--- src/rtl/conv_1st_pkg.sv ---
// Shared constants, state codes and word packers for the first-layer
// convolution frame sequencer.
package conv_1st_pkg;

  localparam int DEF_PIX_WORDS  = 75;
  localparam int DEF_BIAS_WORDS = 34;

  localparam int SCAN_PTR_W = 7;
  localparam int BIAS_PTR_W = 6;
  localparam int SCAN_W     = 32 + 1 + SCAN_PTR_W;
  localparam int BIAS_W     = 16 + 2 + BIAS_PTR_W;

  // Pointer values that address no buffer entry, so the buffers hold.
  localparam logic [SCAN_PTR_W-1:0] SCAN_PTR_IDLE = 7'h7F;
  localparam logic [BIAS_PTR_W-1:0] BIAS_PTR_IDLE = 6'h3F;

  localparam logic [2:0] ST_IDLE      = 3'd0;
  localparam logic [2:0] ST_LOAD_PIX  = 3'd1;
  localparam logic [2:0] ST_LOAD_BIAS = 3'd2;
  localparam logic [2:0] ST_START     = 3'd3;
  localparam logic [2:0] ST_RUN       = 3'd4;
  localparam logic [2:0] ST_DONE      = 3'd5;
  localparam logic [2:0] ST_DRAIN     = 3'd6;

  typedef logic [SCAN_W-1:0] scan_word_t;
  typedef logic [BIAS_W-1:0] bias_word_t;

  function automatic scan_word_t pack_scan(input logic [31:0] data,
                                           input logic [SCAN_PTR_W-1:0] ptr);
    return {data, 1'b0, ptr};
  endfunction

  function automatic bias_word_t pack_bias(input logic [15:0] data,
                                           input logic [BIAS_PTR_W-1:0] ptr);
    return {data, 2'b00, ptr};
  endfunction

endpackage

--- src/rtl/conv_1st_wdog.sv ---
// RUN-phase watchdog: reloads on kick, counts down while enabled and flags
// the cycle whose closing edge completes TIMEOUT idle cycles.
module conv_1st_wdog #(
  parameter int TIMEOUT = 4095
) (
  input  logic clk,
  input  logic rst_n,
  input  logic kick,
  input  logic en,
  output logic expire
);

  localparam int CW = $clog2(TIMEOUT + 1);

  logic [CW-1:0] r_count;

  always_ff @(posedge clk or negedge rst_n) begin
    if (!rst_n) begin
      r_count <= CW'(TIMEOUT);
    end else if (kick) begin
      r_count <= CW'(TIMEOUT);
    end else if (en && (r_count != '0)) begin
      r_count <= r_count - CW'(1);
    end
  end

  assign expire = en & ~kick & (r_count == CW'(1));

endmodule

--- src/rtl/conv_1st_sched.sv ---
// Frame sequencer: streams pixel and bias words into the conv block buffers,
// starts the block, counts result beats and reports done or error.
module conv_1st_sched
  import conv_1st_pkg::*;
#(
  parameter int PIX_WORDS  = DEF_PIX_WORDS,
  parameter int BIAS_WORDS = DEF_BIAS_WORDS,
  parameter int OUT_BEATS  = 32,
  parameter int TIMEOUT    = 4095
) (
  input  logic        clk,
  input  logic        rst_n,
  input  logic        s_valid,
  output logic        s_ready,
  input  logic [31:0] s_data,
  input  logic        s_last,
  output logic [39:0] scan_o,
  output logic [23:0] bias_o,
  output logic        sta_o,
  input  logic        conv_valid_i,
  output logic        busy_o,
  output logic        done_o,
  output logic        err_o,
  output logic [15:0] frame_cnt_o
);

  localparam int LAST_IDX = PIX_WORDS + BIAS_WORDS - 1;
  localparam int BW       = $clog2(OUT_BEATS + 1);

  logic [2:0]    r_state, w_nstate;
  logic [6:0]    r_idx, w_nidx;
  logic [BW-1:0] r_beats, w_nbeats;
  logic [15:0]   r_frames, w_nframes;
  logic          r_ready, r_busy, r_sta, r_done, r_err;
  logic          w_sta, w_done, w_err;
  scan_word_t    r_scan, w_scan;
  bias_word_t    r_bias, w_bias;

  logic          w_accept, w_beat, w_kick, w_wd_en, w_expire;
  logic [BIAS_PTR_W-1:0] w_bptr;

  assign w_accept = s_valid & r_ready;
  assign w_beat   = (r_state == ST_RUN) & conv_valid_i;
  assign w_kick   = (r_state == ST_START) | w_beat;
  assign w_wd_en  = (r_state == ST_RUN);
  assign w_bptr   = BIAS_PTR_W'(r_idx - 7'(PIX_WORDS));

  conv_1st_wdog #(.TIMEOUT(TIMEOUT)) u_wdog (
    .clk    (clk),
    .rst_n  (rst_n),
    .kick   (w_kick),
    .en     (w_wd_en),
    .expire (w_expire)
  );

  always_comb begin
    w_nstate  = r_state;
    w_nidx    = r_idx;
    w_nbeats  = r_beats;
    w_nframes = r_frames;
    w_scan    = pack_scan(32'h0, SCAN_PTR_IDLE);
    w_bias    = pack_bias(16'h0, BIAS_PTR_IDLE);
    w_sta     = 1'b0;
    w_done    = 1'b0;
    w_err     = 1'b0;
    case (r_state)
      ST_IDLE, ST_LOAD_PIX, ST_LOAD_BIAS: begin
        if (w_accept) begin
          if (r_idx < 7'(PIX_WORDS)) begin
            w_scan = pack_scan(s_data, r_idx);
          end else begin
            w_bias = pack_bias(s_data[15:0], w_bptr);
          end
          // Only the final frame word may carry s_last; anything else aborts.
          if (r_idx == 7'(LAST_IDX)) begin
            w_nidx = '0;
            if (s_last) begin
              w_nstate = ST_START;
              w_sta    = 1'b1;
            end else begin
              w_nstate = ST_DRAIN;
              w_err    = 1'b1;
            end
          end else if (s_last) begin
            w_nidx   = '0;
            w_nstate = ST_IDLE;
            w_err    = 1'b1;
          end else begin
            w_nidx   = r_idx + 7'd1;
            w_nstate = ((r_idx + 7'd1) < 7'(PIX_WORDS)) ? ST_LOAD_PIX : ST_LOAD_BIAS;
          end
        end
      end
      ST_START: begin
        w_nstate = ST_RUN;
        w_nbeats = '0;
      end
      ST_RUN: begin
        if (w_beat) begin
          if (r_beats == BW'(OUT_BEATS - 1)) begin
            w_nstate  = ST_DONE;
            w_done    = 1'b1;
            w_nframes = r_frames + 16'd1;
            w_nbeats  = '0;
          end else begin
            w_nbeats = r_beats + BW'(1);
          end
        end else if (w_expire) begin
          w_nstate = ST_IDLE;
          w_err    = 1'b1;
        end
      end
      ST_DONE: begin
        w_nstate = ST_IDLE;
      end
      ST_DRAIN: begin
        if (w_accept && s_last) begin
          w_nstate = ST_IDLE;
        end
      end
      default: begin
        w_nstate = ST_IDLE;
        w_nidx   = '0;
      end
    endcase
  end

  // Ready and busy are registered from the next state, never from s_valid.
  always_ff @(posedge clk or negedge rst_n) begin
    if (!rst_n) begin
      r_state  <= ST_IDLE;
      r_idx    <= '0;
      r_beats  <= '0;
      r_frames <= '0;
      r_ready  <= 1'b0;
      r_busy   <= 1'b0;
      r_sta    <= 1'b0;
      r_done   <= 1'b0;
      r_err    <= 1'b0;
      r_scan   <= pack_scan(32'h0, SCAN_PTR_IDLE);
      r_bias   <= pack_bias(16'h0, BIAS_PTR_IDLE);
    end else begin
      r_state  <= w_nstate;
      r_idx    <= w_nidx;
      r_beats  <= w_nbeats;
      r_frames <= w_nframes;
      r_ready  <= (w_nstate == ST_IDLE) || (w_nstate == ST_LOAD_PIX) ||
                  (w_nstate == ST_LOAD_BIAS) || (w_nstate == ST_DRAIN);
      r_busy   <= (w_nstate != ST_IDLE);
      r_sta    <= w_sta;
      r_done   <= w_done;
      r_err    <= w_err;
      r_scan   <= w_scan;
      r_bias   <= w_bias;
    end
  end

  assign s_ready     = r_ready;
  assign busy_o      = r_busy;
  assign sta_o       = r_sta;
  assign done_o      = r_done;
  assign err_o       = r_err;
  assign scan_o      = r_scan;
  assign bias_o      = r_bias;
  assign frame_cnt_o = r_frames;

endmodule

--- config.mk ---
export PLATFORM = sky130hd
export DESIGN_NAME = conv_1st_sched
export DESIGN_NICKNAME = d
export VERILOG_FILES = /design/src/rtl/conv_1st_pkg.sv /design/src/rtl/conv_1st_wdog.sv /design/src/rtl/conv_1st_sched.sv
export SDC_FILE = /design/constraint.sdc
export NUM_CORES = 1
export LEC_CHECK = 0
export CAP_MARGIN = 40
export CORE_MARGIN = 1.5
export CORE_UTILIZATION = 52
export CTS_CLUSTER_DIAMETER = 50
export DETAILED_ROUTE_END_ITERATION = 12
export PLACE_DENSITY = 0.84
export SYNTH_ARGS = -nofsm -noshare
export SYNTH_HDL_FRONTEND = slang
export SYNTH_SLANG_ARGS = --single-unit
--- constraint.sdc ---
create_clock -name clk -period 6.3 [get_ports clk]
set_clock_uncertainty 0.1 [all_clocks]
set_input_delay 1.26 -clock clk [delete_from_list [all_inputs] [get_ports clk]]
set_output_delay 1.26 -clock clk [all_outputs]
set_load 0.01 [all_outputs]
==> run summary <==
Register area share after synthesis = 59.7%
Share of the core filled with cells = 70.3%
Signal arrival time at the worst endpoint = 3.32 ns
Clock latency of the later-clocked register in the worst-skew pair = 0.37 ns
Cell Area, Synth = 4660 um2
Max Slew Vio Count = 0
Synth Area per Inst = 11.3 um2
Synthesis-to-layout area growth = 31.5%
Detailed-routing iteration count for the pre-antenna-repair pass = 4
Most frequently used flop master after synthesis = sky130_fd_sc_hd__dfrtp_1
Antenna diodes = 0
Reg clk slew, reported paths = 0.12 ns
Clock buffer depth = 2
Net count of the finished layout = 574
Power density of the placed cells = 259 nW/um2
Number of instances in the synthesized netlist = 412
Xor/xnor cell area share of the yosys netlist = 5.63%
CP max stage delay = 0.69 ns
Destination of the worst register-to-register timing path = busy_o
Initial antenna violation count = 0
Number of vias after detailed routing = 3449
Drt wl/cell = 15.8 um
Final hold viol count = 0
Result of the run = finished, final reports clean
Maximum achievable frequency = 316 MHz
Required time of the critical path = 6.46 ns
Hold Crit Endpoint = frame_cnt_o[15]
Placed Instance Area = 5930 um2
Flop-to-flop setup slack = 3.97 ns
Flops & latches, synth = 110
Count of flip-flops with a built-in enable after synthesis = 0
Kind of end point of the critical path = flop
Number of primary I/O pins = 122
Die H = 97.7 um
Post-Route WL = 10100 um
H-tree depth = 3
Synth Area in Compound Gates = 6.79%
Start-to-end type of the worst setup path = primary input to flop
Number of core rows = 34
Critical R2R Launch = r_idx[0]
Global-route usage over all layers = 22.4%
Class of the tightest hold or removal check = flop to flop
Hold WS = 0.393 ns
Number of library cell types mapped by synthesis = 49
Root buffer cell = sky130_fd_sc_hd__clkbuf_8
Synth warnings = 0
Die Width = 97.7 um
Combinational family with the most area after synthesis = simple AND/OR/NAND/NOR gates
Total half-perimeter wirelength after legalization and detailed placement = 7350 um
# hold bufs at CTS = 0
Static leakage = 2.63 nW
Number of filler cells placed in the layout = 625
Cell-by-cell listing of the critical path = clkdlybuf4s50_1 > nand2_1 > nor3b_2 > and3_1 > o21ai_0
Routability Congestion = 0.943
Starting utilization of the core area = 53.5%
Clock tree from TritonCTS = built
CTS Sinks = 110
Worst-path maximum fanout = 22
Antenna Nets Post-Route = 0
Worst relative slew slack = 54.0%
Startpoint Class = primary input
Setup Fix Bufs, Post-CTS = 0
Worst min-delay path startpoint = frame_cnt_o[15]
Adder-cell share of the synthesized area = 2.68%
DR DRC count = 0
Period minus WS final = 3.16 ns
Number of failing setup endpoints in the final timing report = 0
WHS Path Cells = 1
Number of global-route vias before repair = 3396
# Max-Cap Violations = 0
Async set-or-reset flop fraction in the synthesized netlist = 100%
Congestion Overflow GR = 0
Design area = 6130 um2
Wire length of the first global-routing pass = 17100 um
Maximum number of pins on one net before global-route repair = 59
Cells resized by post-CTS repair = 0
Number of buffers inserted during clock tree synthesis = 9
Fraction of synthesized area in multiplexers = 0.912%
Reg2Reg Depth = 8
Port-buffer cells = 118
Most common cell after layout, fill and taps aside = sky130_fd_sc_hd__clkdlybuf4s50_1
Number of violations reported at the end of detailed-routing iteration 0 = 107
Placeable core region = 8720 um2
Fraction of final layout cells sized beyond drive strength 1 = 10.2%
Synth Area in Simple Gates = 21.3%
Transition time at the pin with the least slew margin = 0.691 ns
Unrepaired setup endpoints after global routing = no
Total Neg Setup Slack = 0 ns
Cell with the biggest individual delay on the critical path = sky130_fd_sc_hd__and3_1
Worst supply voltage drop on vdd = 155 uV
Post-route clock period utilization = 50.2%
Drt via density = 5.39
Final Total Pwr = 1.59 mW
Die Footprint = 9550 um2
Commonest non-fill, non-tap cells in the layout = 117 x sky130_fd_sc_hd__clkdlybuf4s50_1, 85 x sky130_fd_sc_hd__dfrtp_1, 51 x sky130_fd_sc_hd__and2_1
synthesized netlist by cell type (2+ instances only):
library cell                instances  share of area [%]
sky130_fd_sc_hd__nand4_1           14                1.9
sky130_fd_sc_hd__xor2_1            13                2.4
sky130_fd_sc_hd__buf_4              3               0.48
sky130_fd_sc_hd__a22o_1             3               0.56
sky130_fd_sc_hd__nor3_1             8               0.86
sky130_fd_sc_hd__nand2_1           40                3.2
sky130_fd_sc_hd__mux2_2             2               0.48
sky130_fd_sc_hd__and3_1             5               0.67
sky130_fd_sc_hd__nor2_1            11               0.89
sky130_fd_sc_hd__nand2b_1           5               0.67
sky130_fd_sc_hd__a21oi_1            7               0.75
sky130_fd_sc_hd__o21ai_0           18                1.9
sky130_fd_sc_hd__clkbuf_1          11               0.89
sky130_fd_sc_hd__buf_2              6               0.64
sky130_fd_sc_hd__dfstp_2           25                 14
sky130_fd_sc_hd__xnor2_1           17                3.2
sky130_fd_sc_hd__o211ai_1           2               0.32
sky130_fd_sc_hd__and4_1             3               0.56
sky130_fd_sc_hd__mux2i_1            2               0.43
sky130_fd_sc_hd__o2bb2ai_1          2               0.38
sky130_fd_sc_hd__or3_1              4               0.54
sky130_fd_sc_hd__and2_1            51                6.8
sky130_fd_sc_hd__inv_1             11               0.89
sky130_fd_sc_hd__nor4_1             2               0.27
sky130_fd_sc_hd__or4_1              2               0.32
sky130_fd_sc_hd__nand3_1           18                1.9
sky130_fd_sc_hd__ha_1              10                2.7
sky130_fd_sc_hd__nor2b_1            6               0.81
sky130_fd_sc_hd__o221ai_1           2               0.38
sky130_fd_sc_hd__nor3b_1            2               0.32
sky130_fd_sc_hd__dfrtp_1           85                 46
sky130_fd_sc_hd__a31oi_1            4               0.54
sky130_fd_sc_hd__o21bai_1           2               0.32
area by class of cell:
| cell class | count | area (um2) | share of cell area (%) |
|---|---|---|---|
| repair buffers | 122 | 1210 | 19.8 |
| multi-input cells | 273 | 1760 | 28.7 |
| clock buffers | 10 | 138 | 2.24 |
| clock inverters | 6 | 62.6 | 1.02 |
| well taps | 108 | 135 | 2.20 |
| inverters | 11 | 41.3 | 0.673 |
| flip-flops and latches | 110 | 2780 | 45.4 |
registers in the layout (all words and copies together) (netlist names):
| name | count |
|---|---|
| scan_o | 39 |
| bias_o | 22 |
| frame_cnt_o | 16 |
| u_wdog.r_count | 12 |
| r_idx | 7 |
| r_beats | 6 |
| r_state | 3 |
| busy_o | 1 |
| done_o | 1 |
| err_o | 1 |
| s_ready | 1 |
| sta_o | 1 |
report_power, final:
part           internal [mW]  leakage, nW  total, mW  switching [mW]
Combinational          0.151         1.10      0.333           0.182
Clock                  0.166        0.103      0.425           0.259
Sequential             0.767         1.43      0.828          0.0605
Total                   1.08         2.63       1.59           0.501
through the flow:
step / instances / setup slack (ns)
3_3_place_gp: 622 / 2.70
4_1_cts: 640 / 3.15
3_5_place_dp: 624 / 2.75
2_1_floorplan: 414 / 3.66
5_1_grt: 640 / 2.98
6_report: 640 / 3.14
metal layers:
metal / GRT usage [%] / wire length [um] / vias up
li1: - / - / 1627
met1: 29.8 / 4380 / 1683
met2: 37.5 / 5120 / 124
met3: 4.17 / 431 / 15
met4: 7.36 / 197 / 0
met5: 0 / 0 / -
critical path, delay by kind of cell:
kind / cells / cell delay [ns]
AOI/OAI and AO/OA: 1 / 0.21
buffers and inverters: 1 / 0.54
and+or+nand+nor: 3 / 1.30
cell families after synthesis:
family | after synthesis
simple gates | 177
fa+ha+maj | 10
buf+inv | 31
xor+xnor | 30
mux | 4
other cells | 1
compound gates | 49
flops | 110
how the worst max path moves through the flow:
stage / from / endpoint / slack, ns / depth (start not counted)
2_1_floorplan: conv_valid_i / frame_cnt_o[14] / 3.66 / 6
3_3_place_gp: conv_valid_i / r_beats[4] / 2.70 / 6
3_5_place_dp: s_valid / bias_o[2] / 2.75 / 5
4_1_cts: s_valid / bias_o[2] / 3.15 / 5
5_1_grt: s_valid / bias_o[2] / 2.98 / 5
6_report: s_valid / bias_o[2] / 3.14 / 5
Power figures use the tool's default switching activity.
